**src/rtl/parity_word_decoder.sv**
```systemverilog
// parity_word_decoder
//   Receive side of the 7-to-8 bit majority-bit link code. Strips the check
//   bit at position 4 of each coded word, recomputes the expected check bit
//   from the payload and flags a mismatch. One registered output entry sits
//   between the link receiver and the payload consumer (valid/ready on both
//   sides, full throughput, no skid buffer). Saturating word/error counters
//   support link-quality monitoring.
//
// Parameters:
//   CNT_W         width of word_count / err_count (saturating)
//
// Ports:
//   clk           system clock, rising edge
//   rst           synchronous reset, active-high
//   in_valid      in_word/in_control valid
//   in_ready      decoder can accept a word this cycle
//   in_word       coded word {d[6:4], chk, d[3:0]}
//   in_control    sender mode: 0 = zero-majority, 1 = one-majority
//   out_valid     out_data/out_error valid
//   out_ready     consumer accepts output this cycle
//   out_data      recovered payload
//   out_error     received check bit differed from expected
//   word_count    words accepted since reset/clear
//   err_count     accepted words with a check-bit mismatch
//   clear_counts  synchronous clear of both counters
//
// Build option:
//   DECODER_DROP_ERR_EN  when defined, words with a check-bit mismatch are
//                        counted but not forwarded to the output.

module parity_word_decoder #(
  parameter int CNT_W = 16
) (
  input  logic             clk,
  input  logic             rst,
  input  logic             in_valid,
  output logic             in_ready,
  input  logic [7:0]       in_word,
  input  logic             in_control,
  output logic             out_valid,
  input  logic             out_ready,
  output logic [6:0]       out_data,
  output logic             out_error,
  output logic [CNT_W-1:0] word_count,
  output logic [CNT_W-1:0] err_count,
  input  logic             clear_counts
);

  logic [6:0]       dec_data;
  logic [2:0]       ones;
  logic             exp_chk;
  logic             dec_err;
  logic             accept;
  logic             load;
  logic [CNT_W-1:0] word_base;
  logic [CNT_W-1:0] err_base;
  logic [CNT_W-1:0] word_next;
  logic [CNT_W-1:0] err_next;

  assign in_ready = !out_valid || out_ready;
  assign accept   = in_valid && in_ready;

  // d[6] (in_word[7]) is deliberately left out of the majority count.
  always_comb begin
    dec_data = {in_word[7:5], in_word[3:0]};
    ones = {2'b00, in_word[6]} + {2'b00, in_word[5]} + {2'b00, in_word[3]}
         + {2'b00, in_word[2]} + {2'b00, in_word[1]} + {2'b00, in_word[0]};
    // A 3/3 tie never sets the check bit in either mode.
    if (in_control) exp_chk = (ones >= 3'd4);
    else            exp_chk = (ones <= 3'd2);
    dec_err = (in_word[4] != exp_chk);
  end

`ifdef DECODER_DROP_ERR_EN
  assign load = accept && !dec_err;
`else
  assign load = accept;
`endif

  // Clear takes effect first so a same-cycle accept restarts the count.
  always_comb begin
    word_base = clear_counts ? '0 : word_count;
    err_base  = clear_counts ? '0 : err_count;
    word_next = word_base;
    err_next  = err_base;
    if (accept && (word_base != '1)) word_next = word_base + 1'b1;
    if (accept && dec_err && (err_base != '1)) err_next = err_base + 1'b1;
  end

  always_ff @(posedge clk) begin
    if (rst) begin
      out_valid  <= 1'b0;
      out_data   <= '0;
      out_error  <= 1'b0;
      word_count <= '0;
      err_count  <= '0;
    end else begin
      word_count <= word_next;
      err_count  <= err_next;
      if (load) begin
        out_valid <= 1'b1;
        out_data  <= dec_data;
        out_error <= dec_err;
      end else if (out_ready) begin
        out_valid <= 1'b0;
      end
    end
  end

endmodule

```
**config.mk**
```make
export PLATFORM = sky130hd
export DESIGN_NAME = parity_word_decoder
export DESIGN_NICKNAME = d
export VERILOG_FILES = /design/src/rtl/parity_word_decoder.sv
export SDC_FILE = /design/constraint.sdc
export NUM_CORES = 1
export LEC_CHECK = 0
export CAP_MARGIN = 20
export CORE_AREA = 5 5 74 76
export CTS_CLUSTER_DIAMETER = 100
export CTS_CLUSTER_SIZE = 25
export DETAILED_ROUTE_END_ITERATION = 10
export DIE_AREA = 0 0 79 81
export GPL_TIMING_DRIVEN = 1
export HOLD_SLACK_MARGIN = 0.03
export PLACE_DENSITY = 0.78
export SLEW_MARGIN = 20
export SYNTH_ARGS = -nofsm -noshare
export SYNTH_HDL_FRONTEND = slang
export SYNTH_SLANG_ARGS = --single-unit
```
**constraint.sdc**
```tcl
create_clock -name clk -period 4.79 [get_ports clk]
set_clock_uncertainty 0.2 [all_clocks]
set_input_delay 0.479 -clock clk [delete_from_list [all_inputs] [get_ports clk]]
set_output_delay 0.479 -clock clk [all_outputs]
set_load 0.01 [all_outputs]
```
==> results of run 1 <==
-- layout by cell type (no fill, tap or decap), types with 4 or more instances in the layout --
master           Yosys  routed
nand3_1             14      14
nor3_1               4       4
nand2_1             34      34
nor2_1              18      18
clkbuf_8             0       5
nand4_1              4       4
o21ai_0              6       6
and3_1               9       9
inv_1               11      11
mux2i_1              4       4
or4_1                6       6
dfxtp_1             41      41
xnor2_1              5       5
nor2b_1              9       9
o31ai_1              7       7
clkdlybuf4s50_1      0      55
or3_1                7       7
a21oi_1             31      31
-- cell families (layout without fill, tap and decap cells) --
logic type / Yosys count / count (layout) / synth area share (%)
AO/OA/AOI/OAI: 61 / 61 / 16.9
flip-flops: 41 / 41 / 36.8
buffers and inverters: 24 / 76 / 4.65
multiplexers: 9 / 9 / 4.31
AND/OR/NAND/NOR: 124 / 124 / 31.0
XOR/XNOR: 5 / 5 / 1.96
adder cells (fa/ha/maj): 6 / 6 / 4.37
-- layout make-up --
cell class	instances	share of cell area, %
sequential	41	28.5
clock buffer	8	2.78
timing repair buffer	57	19.6
multi-input combinational	205	45.4
inverter	11	1.43
tap	54	2.34
-- critical path: stages --
cell and delay (ns):
clkdlybuf4s50_1 0.45, fa_1 0.56, inv_1 0.05, fa_1 0.42, inv_1 0.07, ha_1 0.13
inv_1 0.05, fa_1 0.48, nor2b_1 0.05, o21ai_0 0.23, o2111ai_1 0.14, buf_4 0.23
or4_1 0.51, a21oi_1 0.14
-- cell usage after synthesis, types with 2 or more instances --
cell | instances | area share (%)
nand4_1 | 4 | 1.1
nand2b_1 | 2 | 0.56
o21ai_1 | 2 | 0.45
inv_1 | 11 | 1.8
and4b_1 | 2 | 0.90
a21oi_1 | 31 | 6.9
nand3_1 | 14 | 3.1
o21ai_0 | 6 | 1.3
clkbuf_1 | 7 | 1.2
mux2_2 | 2 | 1.0
fa_1 | 3 | 2.7
nor3_1 | 4 | 0.90
and3_1 | 9 | 2.5
dfxtp_1 | 41 | 37
buf_2 | 5 | 1.1
nor4_2 | 2 | 1.1
mux2_1 | 3 | 1.5
nand2_1 | 34 | 5.7
ha_1 | 3 | 1.7
xnor2_1 | 5 | 2.0
o311ai_1 | 2 | 0.78
nand3b_1 | 2 | 0.67
or4_1 | 6 | 2.0
a21o_1 | 2 | 0.67
o21a_1 | 2 | 0.67
nor4_1 | 2 | 0.56
o31ai_1 | 7 | 2.4
mux2i_1 | 4 | 1.8
nor2_1 | 18 | 3.0
and2_1 | 2 | 0.56
or3_1 | 7 | 2.0
nor2b_1 | 9 | 2.5
-- metal layers --
layer | part of all wire (%) | GRT usage (%) | up-vias
li1 | - | - | 1082
met3 | 5.1 | 3.66 | 5
met1 | 47 | 23.2 | 1030
met2 | 47 | 32.5 | 58
met5 | 0 | 0 | -
met4 | 1.2 | 8.59 | 0
-- sequential cells by signal, summed over array words and instances (netlist names) --
name        flops
err_count      16
word_count     16
out_data        7
out_error       1
out_valid       1
-- stage by stage --
| stage | worst slack [ns] | cells |
|---|---|---|
| final | 0.820 | 376 |
| after global routing | 0.563 | 376 |
| after CTS | 0.800 | 376 |
| after detailed placement | 0.503 | 368 |
| after global placement | 0.555 | 368 |
| after floorplan | 1.13 | 270 |
-- path summary, 6_finish.rpt --
check	cells after the start	slack, ns	endpoint
worst max-delay path	14	0.82	err_count[8]$_SDFF_PP0_
worst min-delay path	2	0.26	out_data[5]$_SDFFE_PP0P_
worst max register to register	7	2.47	err_count[3]$_SDFF_PP0_
worst min register to register	2	0.26	out_data[5]$_SDFFE_PP0P_
-- power by group through the flow --
stage / clock, mW / sequential [mW] / combinational, mW
6_report: 0.224 / 0.352 / 0.0973
5_1_grt: 0.244 / 0.353 / 0.110
4_1_cts: 0.227 / 0.352 / 0.0984
3_5_place_dp: 0 / 0.360 / 0.0981
3_3_place_gp: 0 / 0.359 / 0.0956
2_1_floorplan: 0 / 0.363 / 0.0545
==> impl_metrics.sql, run 1 <==
INSERT INTO impl_metrics (metric_group, metric, value, unit) VALUES
('run_status', 'outcome', 'finished, final reports clean', ''),
('clock_tree', 'cts_max_level', '2', ''),
('floorplan', 'boundaryPins', '56', ''),
('placed_design', 'count_of_input_and_output_buffers', '55', ''),
('power', 'pwr_density_cell', '233', 'mW/mm^2'),
('clock_tree', 'ctsLongestPathBuffers', '2', ''),
('layout', 'syn2layout_area_growth', '29.1', '%'),
('worst_setup_path', 'cp_data_arrival_time', '4.00', 'ns'),
('drt', 'detail_route.first_pass.iterations', '4', ''),
('power', 'power.static_leakage', '1.02', 'nW'),
('clock_tree', 'clk_pin_slew', '0.08', 'ns'),
('clock_tree', 'clk-insertion-delay-late', '0.30', 'ns'),
('global_route', 'first_global_vias', '2132', ''),
('synthesis', 'seq_total_area_yosys', '36.8', '%'),
('timing', 'setup-violations-final', '0', ''),
('hold_path', 'worstHoldPathType', 'flop to flop', ''),
('clock_tree', 'tritoncts_buffers', '5', ''),
('timing', 'max-slew-margin-rel', '47.3', '%'),
('timing', 'final_hold_vios', '0', ''),
('layout', 'nFillCells', '440', ''),
('placed_design', 'dpl.hpwl', '4.01', 'mm'),
('worst_setup_path', 'worst_ep_required_time', '4.82', 'ns'),
('timing', 'grt_setup_unrepaired', 'false', ''),
('global_route', 'grt_antenna_before_repair', '0', ''),
('placed_design', 'gp_routability_congestion', '0.853', ''),
('layout', 'final_cell_area', '0.00288', 'mm^2'),
('layout', 'utilization_after_layout', '61.9', '%'),
('clock_tree', 'post_cts_hold_buffer_count', '0', ''),
('drt', 'detailroute.via_count', '2175', ''),
('power', 'comb_power_share', '14.5', '%'),
('clock_tree', 'tritoncts', 'built', ''),
('power', 'max-vdd-ir-drop', '0.181', 'mV'),
('global_route', 'grt_first_pass_wirelength', '9.75', 'mm'),
('timing', 'tns', '0', 'ns'),
('synthesis', 'synth_cell_types', '49', ''),
('global_route', 'pin_count_of_the_biggest_net_entering_global_routing', '30', ''),
('synthesis', 'async_s_r_ff_share_synth', '0', '%'),
('worst_setup_path', 'crit_start', 'in_word[0]', ''),
('layout', 'antenna_cells', '0', ''),
('placed_design', 'detailed_place.area', '0.00280', 'mm^2'),
('timing', 'hold-worst-slack', '0.256', 'ns'),
('power', 'internal_power', '0.496', 'mW'),
('floorplan', 'start_util', '47.9', '%'),
('layout', 'multiInputGateArea', '0.00131', 'mm^2'),
('floorplan', 'rows', '25', ''),
('clock_tree', 'post_cts.resized_instances', '0', ''),
('drt', 'wire_per_inst', '15.3', 'um'),
('power', 'p_sw_share', '26.3', '%'),
('floorplan', 'vertical_extent_of_the_die', '81', 'um'),
('synthesis', 'synth_enable_flop_cells', '0', ''),
('clock_tree', 'postcts_setup_bufs', '0', ''),
('floorplan', 'floorplan.die_area', '0.00640', 'mm^2'),
('timing', 'post-route-min-period', '3.97', 'ns'),
('job', 'drv_cap', '0', ''),
('synthesis', 'synthCells', '270', ''),
('drt', 'viasPerCell', '5.78', ''),
('timing', 'max_clock_freq', '252', 'MHz'),
('worst_setup_path', 'path_max_fanout', '22', ''),
('synthesis', 'synth.ff_latch_count', '41', ''),
('clock_tree', 'tritoncts_num_sinks', '41', ''),
('timing', 'final-max-slew-violation-count', '0', ''),
('clock_tree', 'clockRootBuffer', 'clkbuf_8', ''),
('global_route', 'groute.usage.overall', '19.0', '%'),
('worst_setup_path', 'launching_element_type_of_the_critical_path', 'primary input', ''),
('layout', 'seq_area', '821', 'um^2'),
('synthesis', 'syn_area_per_cell', '8.27', 'um^2'),
('drt', 'initialDrtViolationCount', '154', ''),
('power', 'sum_of_internal_switching_and_leakage_power', '0.673', 'mW'),
('floorplan', 'placeableCoreArea', '0.00466', 'mm^2'),
('timing', 'tightest_slew', '0.788', 'ns'),
('floorplan', 'floorplan.die.width', '79', 'um');
(Power assumes the default switching activity.)
==> inputs of run 2 (changes only) <==
clock period = 4.1 ns   (was 4.79 ns; I/O delays follow)
==> run 2 against run 1 <==
Count of clock-buffer cells in the layout fell by 2. Combinational power rose by 31%. Core utilization rose by 1.3 points. Non-clock buffer count rose by 5. Cell area rose by 2.1%. Die area did not move. Critical path type unchanged. Critical endpoint is now err_count[10]$_SDFF_PP0_.
==> impl_metrics.sql, run 2 (synthesis gave the netlist of run 1 again) <==
INSERT INTO impl_metrics (metric_group, metric, value, unit) VALUES
('timing', 'final-max-slew-violation-count', '0', ''),
('worst_setup_path', 'cp_num_buf_inv', '5', ''),
('clock_tree', 'tritoncts_buffers', '5', ''),
('clock_tree', 'ctsLongestPathBuffers', '2', ''),
('floorplan', 'placeableCoreArea', '0.00466', 'mm^2'),
('power', 'comb_power_share', '15.8', '%'),
('drt', 'detailroute.via_count', '2178', ''),
('timing', 'finalWorstSetupSlack', '0.179', 'ns'),
('run_status', 'outcome', 'finished, final reports clean', ''),
('global_route', 'grt_first_pass_wirelength', '9.51', 'mm'),
('layout', 'antenna_cells', '0', ''),
('timing', 'tns', '0', 'ns'),
('job', 'drv_cap', '0', ''),
('placed_design', 'detailed_place.area', '0.00283', 'mm^2'),
('timing', 'max-slew-margin-rel', '61.6', '%'),
('layout', 'mostFrequentLayoutCell', 'clkdlybuf4s50_1', ''),
('drt', 'totalWireLength', '5.90', 'mm'),
('worst_setup_path', 'slowest_stage', 'fa_1', ''),
('power', 'clock_power_share', '33.1', '%'),
('worst_setup_path', 'cp-end-kind', 'flop', ''),
('placed_design', 'preCtsSetupSlack', '-0.138', 'ns'),
('worst_setup_path', 'cp_cell_sequence', 'clkdlybuf4s50_1 -> fa_1 -> inv_1 -> fa_1 -> inv_1 -> ha_1 -> inv_1 -> fa_1 -> nor2b_2 -> o21ba_2 -> o2111ai_1 -> clkdlybuf4s15_2 -> nor3_1 -> mux2_1', ''),
('placed_design', 'dpl.hpwl', '4.24', 'mm'),
('timing', 'final_hold_vios', '0', ''),
('layout', 'nets_finish', '346', ''),
('drt', 'viasPerCell', '5.72', ''),
('clock_tree', 'clk_pin_slew', '0.08', 'ns'),
('power', 'sum_of_internal_switching_and_leakage_power', '0.804', 'mW'),
('global_route', 'grt_overflow', '0', ''),
('power', 'p_sw', '0.217', 'mW'),
('global_route', 'pin_count_of_the_biggest_net_entering_global_routing', '30', ''),
('clock_tree', 'clk-insertion-delay-late', '0.30', 'ns'),
('power', 'p_sw_share', '26.9', '%'),
('floorplan', 'floorplan.die.width', '79', 'um'),
('layout', 'final_cell_area', '0.00295', 'mm^2'),
('layout', 'syn2layout_area_growth', '31.9', '%'),
('power', 'pwr_density_cell', '273', 'mW/mm^2'),
('layout', 'utilization_after_layout', '63.2', '%'),
('timing', 'post-route-min-period', '3.92', 'ns'),
('power', 'internal_power', '0.588', 'mW'),
('worst_setup_path', 'cp_data_arrival_time', '3.91', 'ns'),
('worst_setup_path', 'launching_element_type_of_the_critical_path', 'primary input', ''),
('floorplan', 'start_util', '47.9', '%'),
('floorplan', 'floorplan.die_area', '0.00640', 'mm^2'),
('worst_setup_path', 'timing.setup.critical_path_class', 'primary input to flop', ''),
('worst_setup_path', 'worst_ep_required_time', '4.09', 'ns'),
('floorplan', 'boundaryPins', '56', ''),
('floorplan', 'rows', '25', ''),
('drt', 'wire_per_inst', '15.5', 'um'),
('timing', 'final_min_period_over_clock_period', '95.6', '%'),
('drt', 'initialDrtViolationCount', '125', ''),
('global_route', 'groute.usage.overall', '18.8', '%'),
('global_route', 'grt_antenna_before_repair', '0', ''),
('timing', 'grt_setup_unrepaired', 'false', ''),
('clock_tree', 'postcts_setup_bufs', '0', ''),
('drt', 'postRouteAntennaNets', '0', ''),
('layout', 'drive_above_1_share', '8.26', '%'),
('timing', 'setup-violations-final', '0', ''),
('layout', 'instances_no_fill', '381', ''),
('worst_setup_path', 'path_max_fanout', '6', ''),
('worst_setup_path', 'cp_top_family', 'adder cells', ''),
('placed_design', 'count_of_input_and_output_buffers', '55', ''),
('floorplan', 'vertical_extent_of_the_die', '81', 'um'),
('timing', 'hold-worst-slack', '0.226', 'ns'),
('global_route', 'first_global_vias', '2000', ''),
('power', 'power.static_leakage', '1.06', 'nW'),
('clock_tree', 'tritoncts', 'built', ''),
('power', 'power.share.sequential', '51.1', '%'),
('timing', 'max_clock_freq', '255', 'MHz'),
('drt', 'detail_route.first_pass.iterations', '4', ''),
('hold_path', 'worstHoldPathType', 'primary input to flop', ''),
('clock_tree', 'cts_max_level', '2', ''),
('clock_tree', 'tritoncts_num_sinks', '41', ''),
('power', 'max-vdd-ir-drop', '0.153', 'mV'),
('placed_design', 'gp_routability_congestion', '0.863', ''),
('drt', 'drc', '0', ''),
('layout', 'most-common-layout-cells', 'clkdlybuf4s50_1 (54), dfxtp_1 (41), nand2_1 (34)', ''),
('layout', 'largestRegisters', 'err_count (16), word_count (16), out_data (7)', ''),
('worst_setup_path', 'max_stage_delay', '0.52', 'ns'),
('clock_tree', 'clockRootBuffer', 'clkbuf_8', ''),
('timing', 'tightest_slew', '0.574', 'ns'),
('placed_design', 'post-place-cells', '372', '');
## run 2: area by class of cell
class                   instances  area (um^2)
clock inverters                 2         15.0
flip-flops and latches         41          821
clock buffers                   6         72.6
multi-input cells             205         1320
inverters                      11         41.3
fillers                       401         1720
well taps                      54         67.6
repair buffers                 62          609
## run 2: worst paths after layout
check / cells past startpoint / endpoint / start / slack [ns]
worst max register to register: 7 / err_count[8]$_SDFF_PP0_ / err_count[0]$_SDFF_PP0_ / 1.73
worst min register to register: 2 / out_error$_SDFFE_PP0P_ / out_error$_SDFFE_PP0P_ / 0.25
worst min-delay path: 3 / out_data[0]$_SDFFE_PP0P_ / in_word[0] / 0.23
worst max-delay path: 14 / err_count[10]$_SDFF_PP0_ / in_word[1] / 0.18
## run 2: what timing repair did
action,4_1_cts,5_1_grt
hold buffers,0,0
resized for setup,0,5
setup endpoints to repair,0,3
## run 2: per-layer routing
layer / track usage, % / share of wire (%) / vias up
met2: 31.8 / 48 / 75
met5: 0 / 0 / -
met3: 4.77 / 6.9 / 5
met1: 23.2 / 44 / 1013
met4: 6.70 / 0.95 / 0
li1: - / - / 1085
## run 2: power groups by stage
stage | Clock [mW] | Combinational [mW] | Sequential (mW)
2_1_floorplan | 0 | 0.0637 | 0.424
3_3_place_gp | 0 | 0.119 | 0.420
3_5_place_dp | 0 | 0.122 | 0.420
4_1_cts | 0.273 | 0.123 | 0.411
5_1_grt | 0.290 | 0.142 | 0.412
6_report | 0.266 | 0.127 | 0.411
## run 2: tightest hold or removal path: stages
cell            delay [ns]
dlymetal6s2s_1        0.15
nand2_1               0.07
a21oi_1               0.06
==> inputs of run 3 (changes only) <==
SETUP_SLACK_MARGIN = 0.15   (was default)
SLEW_MARGIN = default   (was 20)
==> run 3 against run 2 <==
Core utilization grew 0.56 points. Maximum frequency is 9.3% higher. Die area unchanged. Clock power about the same. Sequential share of layout area shrank 0.25 points. Sequential power about the same. Via count up 0.87%. Count of clock-buffer cells in the layout is the same. Worst setup slack better by 0.33 ns. Hold slack worse by 0.018 ns. Non-clock buffer count unchanged. Final cell count unchanged. Largest power group unchanged.
==> impl_metrics.sql, run 3 (synthesis gave the netlist of run 1 again) <==
INSERT INTO impl_metrics (metric_group, metric, value, unit) VALUES
('global_route', 'first_global_vias', '2000', ''),
('power', 'pwr_density_cell', '272', 'mW/mm^2'),
('clock_tree', 'tritoncts', 'built', ''),
('drt', 'totalWireLength', '5.93', 'mm'),
('clock_tree', 'clk-insertion-delay-late', '0.30', 'ns'),
('layout', 'mostFrequentLayoutCell', 'clkdlybuf4s50_1', ''),
('worst_setup_path', 'path_max_fanout', '7', ''),
('drt', 'wire_per_inst', '15.6', 'um'),
('power', 'power.static_leakage', '1.08', 'nW'),
('layout', 'syn2layout_area_growth', '33.1', '%'),
('placed_design', 'gp_routability_congestion', '0.863', ''),
('floorplan', 'placeableCoreArea', '0.00466', 'mm^2'),
('drt', 'initialDrtViolationCount', '94', ''),
('timing', 'max-slew-margin-rel', '62.2', '%'),
('layout', 'largestRegisters', 'err_count (16), word_count (16), out_data (7)', ''),
('worst_setup_path', 'cp_top_family', 'adder cells', ''),
('worst_setup_path', 'cp_num_buf_inv', '5', ''),
('clock_tree', 'cts_max_level', '2', ''),
('power', 'clock_power_share', '32.9', '%'),
('timing', 'post-route-min-period', '3.59', 'ns'),
('worst_setup_path', 'worst_ep_required_time', '4.12', 'ns'),
('worst_setup_path', 'launching_element_type_of_the_critical_path', 'primary input', ''),
('global_route', 'grt_first_pass_wirelength', '9.51', 'mm'),
('clock_tree', 'clockRootBuffer', 'clkbuf_8', ''),
('layout', 'seq_area', '821', 'um^2'),
('worst_setup_path', 'cp-end-kind', 'flop', ''),
('timing', 'setup-violations-final', '0', ''),
('drt', 'postRouteAntennaNets', '0', ''),
('floorplan', 'start_util', '47.9', '%'),
('worst_setup_path', 'timing.setup.critical_path_class', 'primary input to flop', ''),
('layout', 'multiInputGateArea', '0.00134', 'mm^2'),
('placed_design', 'count_of_input_and_output_buffers', '55', ''),
('job', 'drv_cap', '0', ''),
('drt', 'detail_route.first_pass.iterations', '5', ''),
('clock_tree', 'tritoncts_num_sinks', '41', ''),
('timing', 'final-max-slew-violation-count', '0', ''),
('worst_setup_path', 'max_stage_delay', '0.55', 'ns'),
('hold_path', 'worstHoldPathType', 'primary input to flop', ''),
('timing', 'tightest_slew', '0.566', 'ns'),
('floorplan', 'boundaryPins', '56', ''),
('clock_tree', 'tritoncts_buffers', '5', ''),
('power', 'sum_of_internal_switching_and_leakage_power', '0.809', 'mW'),
('run_status', 'outcome', 'finished, final reports clean', ''),
('clock_tree', 'post_cts.resized_instances', '0', ''),
('power', 'p_sw_share', '27.0', '%'),
('timing', 'final_hold_vios', '0', ''),
('timing', 'final_min_period_over_clock_period', '87.5', '%'),
('power', 'power.share.sequential', '50.8', '%'),
('layout', 'drive_above_1_share', '9.48', '%'),
('drt', 'detailroute.via_count', '2197', ''),
('drt', 'viasPerCell', '5.77', ''),
('layout', 'antenna_cells', '0', ''),
('clock_tree', 'ctsLongestPathBuffers', '2', ''),
('layout', 'nFillCells', '403', ''),
('power', 'internal_power', '0.590', 'mW'),
('layout', 'nets_finish', '346', ''),
('placed_design', 'preCtsSetupSlack', '-0.138', 'ns'),
('clock_tree', 'postcts_setup_bufs', '0', ''),
('power', 'p_sw', '0.219', 'mW'),
('timing', 'max_clock_freq', '279', 'MHz'),
('layout', 'most-common-layout-cells', 'clkdlybuf4s50_1 (52), dfxtp_1 (41), nand2_1 (34)', ''),
('global_route', 'grt_antenna_before_repair', '0', ''),
('floorplan', 'rows', '25', ''),
('worst_setup_path', 'r2r_setup_slack', '1.74', 'ns'),
('global_route', 'grt_overflow', '0', ''),
('floorplan', 'vertical_extent_of_the_die', '81', 'um'),
('floorplan', 'floorplan.die.width', '79', 'um'),
('power', 'comb_power_share', '16.3', '%'),
('clock_tree', 'clk_pin_slew', '0.08', 'ns'),
('global_route', 'pin_count_of_the_biggest_net_entering_global_routing', '30', ''),
('worst_setup_path', 'cp_data_arrival_time', '3.61', 'ns'),
('timing', 'finalWorstSetupSlack', '0.511', 'ns'),
('placed_design', 'dpl.hpwl', '4.24', 'mm'),
('worst_setup_path', 'cp_cell_sequence', 'dlymetal6s2s_1 -> fa_1 -> inv_1 -> fa_1 -> inv_1 -> ha_1 -> inv_1 -> fa_1 -> nor2b_2 -> o21ai_1 -> o2111ai_2 -> buf_6 -> or4_4 -> a21oi_2', ''),
('floorplan', 'floorplan.die_area', '0.00640', 'mm^2'),
('clock_tree', 'post_cts_hold_buffer_count', '0', ''),
('global_route', 'groute.usage.overall', '18.8', '%'),
('worst_setup_path', 'slowest_stage', 'fa_1', ''),
('drt', 'drc', '0', ''),
('timing', 'grt_setup_unrepaired', 'false', ''),
('power', 'max-vdd-ir-drop', '0.155', 'mV'),
('timing', 'hold-worst-slack', '0.208', 'ns');
## run 3: metrics by stage
stage / setup TNS, ns / cells / instance area (um^2) / util, %
floorplan: 0 / 270 / 2230 / -
global placement: -0.205 / 372 / 2830 / 60.8
detailed placement: -0.983 / 372 / 2830 / 60.8
CTS: 0 / 380 / 2920 / 62.7
global route: 0 / 381 / 2970 / 63.8
finish: 0 / 381 / 2970 / 63.8
## run 3: final cells by class
cell class                 instances  share of cell area (%)
clock buffer                       6                    2.44
clock inverter                     2                   0.505
timing repair buffer              62                    20.6
sequential                        41                    27.6
inverter                          11                    1.39
multi-input combinational        205                    45.2
tap                               54                    2.27
## run 3: power by group through the flow
stage               logic [mW]  registers [mW]  clock network, mW
floorplan               0.0637           0.424                  0
global placement         0.119           0.420                  0
detailed placement       0.122           0.420                  0
CTS                      0.123           0.411              0.273
global route             0.146           0.412              0.290
finish                   0.132           0.411              0.266
## run 3: tightest hold or removal path: stages
cell and delay, ns:
dlymetal6s2s_1 0.14, nand2_1 0.06, a21oi_1 0.05
## run 3: routing by layer
layer / wire length, um / track usage (%)
met4: 63 / 6.70
met2: 2860 / 31.8
met3: 360 / 4.77
met1: 2650 / 23.2
met5: 0 / 0
## run 3: final timing paths
path | cells past startpoint | from | to
setup / recovery | 14 | in_word[0] | err_count[13]$_SDFF_PP0_
hold reg to reg | 2 | out_error$_SDFFE_PP0P_ | out_error$_SDFFE_PP0P_
setup reg to reg | 7 | err_count[0]$_SDFF_PP0_ | err_count[3]$_SDFF_PP0_
hold / removal | 3 | in_word[3] | out_data[3]$_SDFFE_PP0P_
